--- src/rtl/dmem_arbiter.sv ---
// Two-port data-memory arbiter (p0 = core, p1 = DMA/debug) with atomic lock states and registered load return.
// Define DMEM_ARB_RR_EN for round-robin conflict resolution; otherwise p0 has fixed priority.
module dmem_arbiter #(
  parameter int DATA_W = 16,
  parameter int ADDR_W = 16
) (
  input  logic              clk,
  input  logic              rst_n,
  input  logic              p0_req,
  input  logic              p0_we,
  input  logic              p0_lock,
  input  logic [ADDR_W-1:0] p0_addr,
  input  logic [DATA_W-1:0] p0_wdata,
  output logic              p0_gnt,
  output logic              p0_rvalid,
  output logic [DATA_W-1:0] p0_rdata,
  input  logic              p1_req,
  input  logic              p1_we,
  input  logic              p1_lock,
  input  logic [ADDR_W-1:0] p1_addr,
  input  logic [DATA_W-1:0] p1_wdata,
  output logic              p1_gnt,
  output logic              p1_rvalid,
  output logic [DATA_W-1:0] p1_rdata,
  output logic              mem_rd,
  output logic              mem_wr,
  output logic [ADDR_W-1:0] mem_addr,
  output logic [DATA_W-1:0] mem_wdata,
  input  logic [DATA_W-1:0] mem_rdata
);

  typedef enum logic [1:0] {
    ARB   = 2'd0,
    LOCK0 = 2'd1,
    LOCK1 = 2'd2
  } state_t;

  state_t            r_state;
  logic              r_last_grant;
  logic              r_p0_rvalid;
  logic              r_p1_rvalid;
  logic [DATA_W-1:0] r_p0_rdata;
  logic [DATA_W-1:0] r_p1_rdata;

  logic w_p0_gnt;
  logic w_p1_gnt;
  logic w_pick1;
  logic w_p0_load;
  logic w_p1_load;

`ifdef DMEM_ARB_RR_EN
  assign w_pick1 = (r_last_grant == 1'b0);
`else
  // last_grant is still tracked but never overrides p0 in this build
  assign w_pick1 = r_last_grant & 1'b0;
`endif

  always_comb begin
    w_p0_gnt = 1'b0;
    w_p1_gnt = 1'b0;
    if (rst_n) begin
      case (r_state)
        ARB: begin
          if (p0_req && p1_req) begin
            w_p1_gnt = w_pick1;
            w_p0_gnt = !w_pick1;
          end else begin
            w_p0_gnt = p0_req;
            w_p1_gnt = p1_req;
          end
        end
        LOCK0:   w_p0_gnt = p0_req;
        LOCK1:   w_p1_gnt = p1_req;
        default: ;
      endcase
    end
  end

  assign w_p0_load = w_p0_gnt && !p0_we;
  assign w_p1_load = w_p1_gnt && !p1_we;

  assign p0_gnt    = w_p0_gnt;
  assign p1_gnt    = w_p1_gnt;
  assign mem_rd    = w_p0_load || w_p1_load;
  assign mem_wr    = (w_p0_gnt && p0_we) || (w_p1_gnt && p1_we);
  assign mem_addr  = w_p0_gnt ? p0_addr  : (w_p1_gnt ? p1_addr  : '0);
  assign mem_wdata = w_p0_gnt ? p0_wdata : (w_p1_gnt ? p1_wdata : '0);

  assign p0_rvalid = r_p0_rvalid;
  assign p1_rvalid = r_p1_rvalid;
  assign p0_rdata  = r_p0_rdata;
  assign p1_rdata  = r_p1_rdata;

  always_ff @(posedge clk or negedge rst_n) begin
    if (!rst_n) begin
      r_state      <= ARB;
      r_last_grant <= 1'b1;
      r_p0_rvalid  <= 1'b0;
      r_p1_rvalid  <= 1'b0;
      r_p0_rdata   <= '0;
      r_p1_rdata   <= '0;
    end else begin
      r_p0_rvalid <= w_p0_load;
      r_p1_rvalid <= w_p1_load;
      if (w_p0_load) r_p0_rdata <= mem_rdata;
      if (w_p1_load) r_p1_rdata <= mem_rdata;

      if (w_p0_gnt)      r_last_grant <= 1'b0;
      else if (w_p1_gnt) r_last_grant <= 1'b1;

      // A lock is released by a granted unlocked access or by the owner going idle
      case (r_state)
        ARB: begin
          if (w_p0_gnt && p0_lock)      r_state <= LOCK0;
          else if (w_p1_gnt && p1_lock) r_state <= LOCK1;
        end
        LOCK0:   if (!p0_req || !p0_lock) r_state <= ARB;
        LOCK1:   if (!p1_req || !p1_lock) r_state <= ARB;
        default: r_state <= ARB;
      endcase
    end
  end

endmodule

--- config.mk ---
export PLATFORM = sky130hd
export DESIGN_NAME = dmem_arbiter
export DESIGN_NICKNAME = d
export VERILOG_FILES = /design/src/rtl/dmem_arbiter.sv
export SDC_FILE = /design/constraint.sdc
export NUM_CORES = 1
export LEC_CHECK = 0
export CAP_MARGIN = 30
export CORE_ASPECT_RATIO = 0.6
export CORE_MARGIN = 2
export CORE_UTILIZATION = 33
export DETAILED_ROUTE_END_ITERATION = 16
export PLACE_DENSITY = 0.85
export SETUP_SLACK_MARGIN = 0.05
export SYNTH_ARGS = -nofsm -noshare
export SYNTH_HDL_FRONTEND = slang
export SYNTH_SLANG_ARGS = --single-unit
--- constraint.sdc ---
create_clock -name clk -period 2.2 [get_ports clk]
set_input_delay 0.33 -clock clk [delete_from_list [all_inputs] [get_ports clk]]
set_output_delay 0.33 -clock clk [all_outputs]
set_load 0.03 [all_outputs]
==> results by group, run 1 <==
Floorplanning
  – Core Rows: 20
  – Chip height: 60.4 um
  – DIE AREA: 0.00593 mm^2
  – Top-Level Pins: 158
  – Die width: 98.1 um
  – Initial Utilization: 34.5%
  – Core ar.: 0.00508 mm^2

Finish
  – Layout area overhead: 95.9%
  – Final nets: 376
  – Final Util: 67.5%
  – Ant diodes: 0
  – # fillers: 406
  – Share of layout cells above drive strength 1: 29.4%
  – Most common cell after layout, fill and taps aside: clkdlybuf4s50_1
  – Design area: 0.00343 mm^2
  – Most frequent cells in the layout: clkdlybuf4s50_1, buf_4, dfrtp_1, a22o_1, mux2_2

STA
  – RSZ-0062 raised after global routing: no
  – Max Clk Rate: 0.476 GHz
  – Max Slew Vio Count: 0
  – Final worst-path cycle share: 95.4%
  – Max-slew headroom: 71.8%
  – Clock Skew: 0.00640 ns
  – Final Critical Period: 2.10 ns
  – Fin Setup TNS: 0 ns
  – Final hold vios: 0
  – Worst hold margin: 0.164 ns
  – Worst-margin pin slew: 0.422 ns
  – Setup Viol. Count Final: 0

Power
  – Pwr Total: 2.48 mW
  – Max VDD drop: 0.000521 V
  – Static Leak: 1.52 nW
  – P per Cell Area: 723 mW/mm^2

GRT
  – Total gr overflow: 0
  – Initial antenna violation count: 0
  – Largest net degree at the start of global routing: 35
  – Vias in the first global route: 1,586
  – First-pass GRT wire length: 8820 um
  – GRT Overall Usage: 19.1%

Drt
  – Routed len/inst: 17.3 um
  – First-pass DRT Iterations: 4
  – Routed vias: 1,648
  – Post-DRT Antenna Nets: 0
  – Via density: 4.64
  – Total Routed Length: 6130 um
  – Drc violations: 0
  – Iteration-0 DRC Markers: 53

Clock network
  – Root Buffer: clkbuf_8
  – Setup Fix Bufs, Post-CTS: 0
  – TritonCTS clock tree: done
  – TritonCTS buffer count: 5
  – Clock Tree Buf Depth: 2
  – H-tree level count: 2
  – Clock latency at the later pin of the worst-skew pair: 0.28 ns
  – Worst-path clk slew: 0.07 ns
  – # clock sinks: 36

Worst setup path
  – R2r worst-path depth: 5
  – CP arrival: 1.77 ns
  – WP data required: 1.87 ns
  – CP Capture Type: primary output
  – Crit Path Max Fanout: 17
  – CP startpoint kind: input port
  – Critical path class: input port to primary output
  – Reg2Reg Setup Slack: 0.67 ns
  – RR Endpoint: p1_rdata[11]
  – Reg-to-Reg Start: r_state[0]

Logic synthesis
  – Yosys warnings: 0
  – Sequential area share after synthesis: 51.4%
  – Mapped Nets: 216
  – Syn_area_per_cell: 13.7 um^2
  – Yosys cell types: 20
  – Synth Cell Area: 0.00175 mm^2
  – Seq cells post-synth: 36
  – Mapped Cells: 128

Place
  – DP HPWL: 4990 um
  – Port Buffers: 157
  – Routability Congestion: 0.755
  – DP Area: 0.00330 mm^2

Min path
  – Hold Crit Class: input port to asynchronous set/reset pin

Outcome
  – Status: finished clean

Flow run
  – Maxcap violations: 0
[power by group]
part / switching (mW) / internal [mW] / leakage, nW / total [mW]
combinational: 0.556 / 0.573 / 1.04 / 1.13
sequential: 0.0788 / 0.798 / 0.436 / 0.877
clock: 0.219 / 0.254 / 0.0445 / 0.473
total: 0.854 / 1.63 / 1.52 / 2.48
[critical path, cell delays in order]
cell and delay (ns):
clkdlybuf4s50_1 0.45, nor2b_1 0.22, and3_4 0.25, buf_12 0.15
a22o_1 0.19, buf_4 0.18
[routing by layer]
metal	GRT usage [%]	vias up	wire length, um
li1	-	799	-
met1	29.0	795	2860
met2	28.7	54	2940
met3	5.07	0	331
met4	1.19	0	0
met5	0	-	0
[metrics by stage]
step | std cells | setup slack [ns]
6_report | 355 | 0.101
5_1_grt | 355 | 0.0572
4_1_cts | 354 | 0.0785
3_5_place_dp | 345 | 0.0763
3_3_place_gp | 345 | 0.103
2_1_floorplan | 128 | 0.279
[cells by family after synthesis]
logic type             count (synthesis)  share of synthesized area, %
buffers and inverters                 14                          5.14
multiplexers                          32                          22.5
AND/OR/NAND/NOR                       11                          3.86
AO/OA/AOI/OAI                         35                          17.1
flip-flops                            36                          51.4
[what timing repair did]
action,CTS,global route
resized for setup,0,2
hold buffers,1,0
endpoints found under the setup margin,0,1
hold endpoints to repair,2,0
[state kept, by name, indices dropped and copies added (netlist names)]
name       count
p0_rdata      16
p1_rdata      16
r_state        2
p0_rvalid      1
p1_rvalid      1
[cells in the mapped netlist, drive strengths merged]
master  number  area share, %
a21oi        1           0.29
a22o        33             17
and3         1           0.36
and3b        1           0.50
buf          7            3.5
clkbuf       4           0.86
dfrtp       36             51
inv          3           0.79
mux2        32             23
nand2        2           0.43
nand2b       2            1.1
nand3        1           0.29
nor2         2           0.43
nor2b        2           0.71
o21ai        1           0.29
[layout make-up]
| class | count | area [um^2] | area share, % |
|---|---|---|---|
| Clock inverter | 1 | 7.51 | 0.219 |
| Inverter | 3 | 13.8 | 0.401 |
| Sequential cell | 36 | 901 | 26.3 |
| Tap cell | 66 | 82.6 | 2.41 |
| Multi-Input combinational cell | 78 | 766 | 22.3 |
| Timing Repair Buffer | 164 | 1570 | 45.9 |
| Clock buffer | 7 | 86.3 | 2.52 |
[how the worst max path moves through the flow]
stage	from	end	slack, ns
6_report	p1_req	mem_addr[0]	0.10
5_1_grt	p1_req	mem_addr[0]	0.06
4_1_cts	p1_req	mem_addr[0]	0.08
3_5_place_dp	p1_req	mem_addr[0]	0.08
3_3_place_gp	p1_req	mem_addr[0]	0.10
2_1_floorplan	r_state[1]	mem_wdata[10]	0.28
Note: power is estimated with default switching activity, not from simulation.
==> run 2: changes to the inputs <==
- CTS_CLUSTER_DIAMETER: not set -> 40
==> results of run 2 <==
Same layout as run 1: the final DEF is identical, and so are final timing and power.
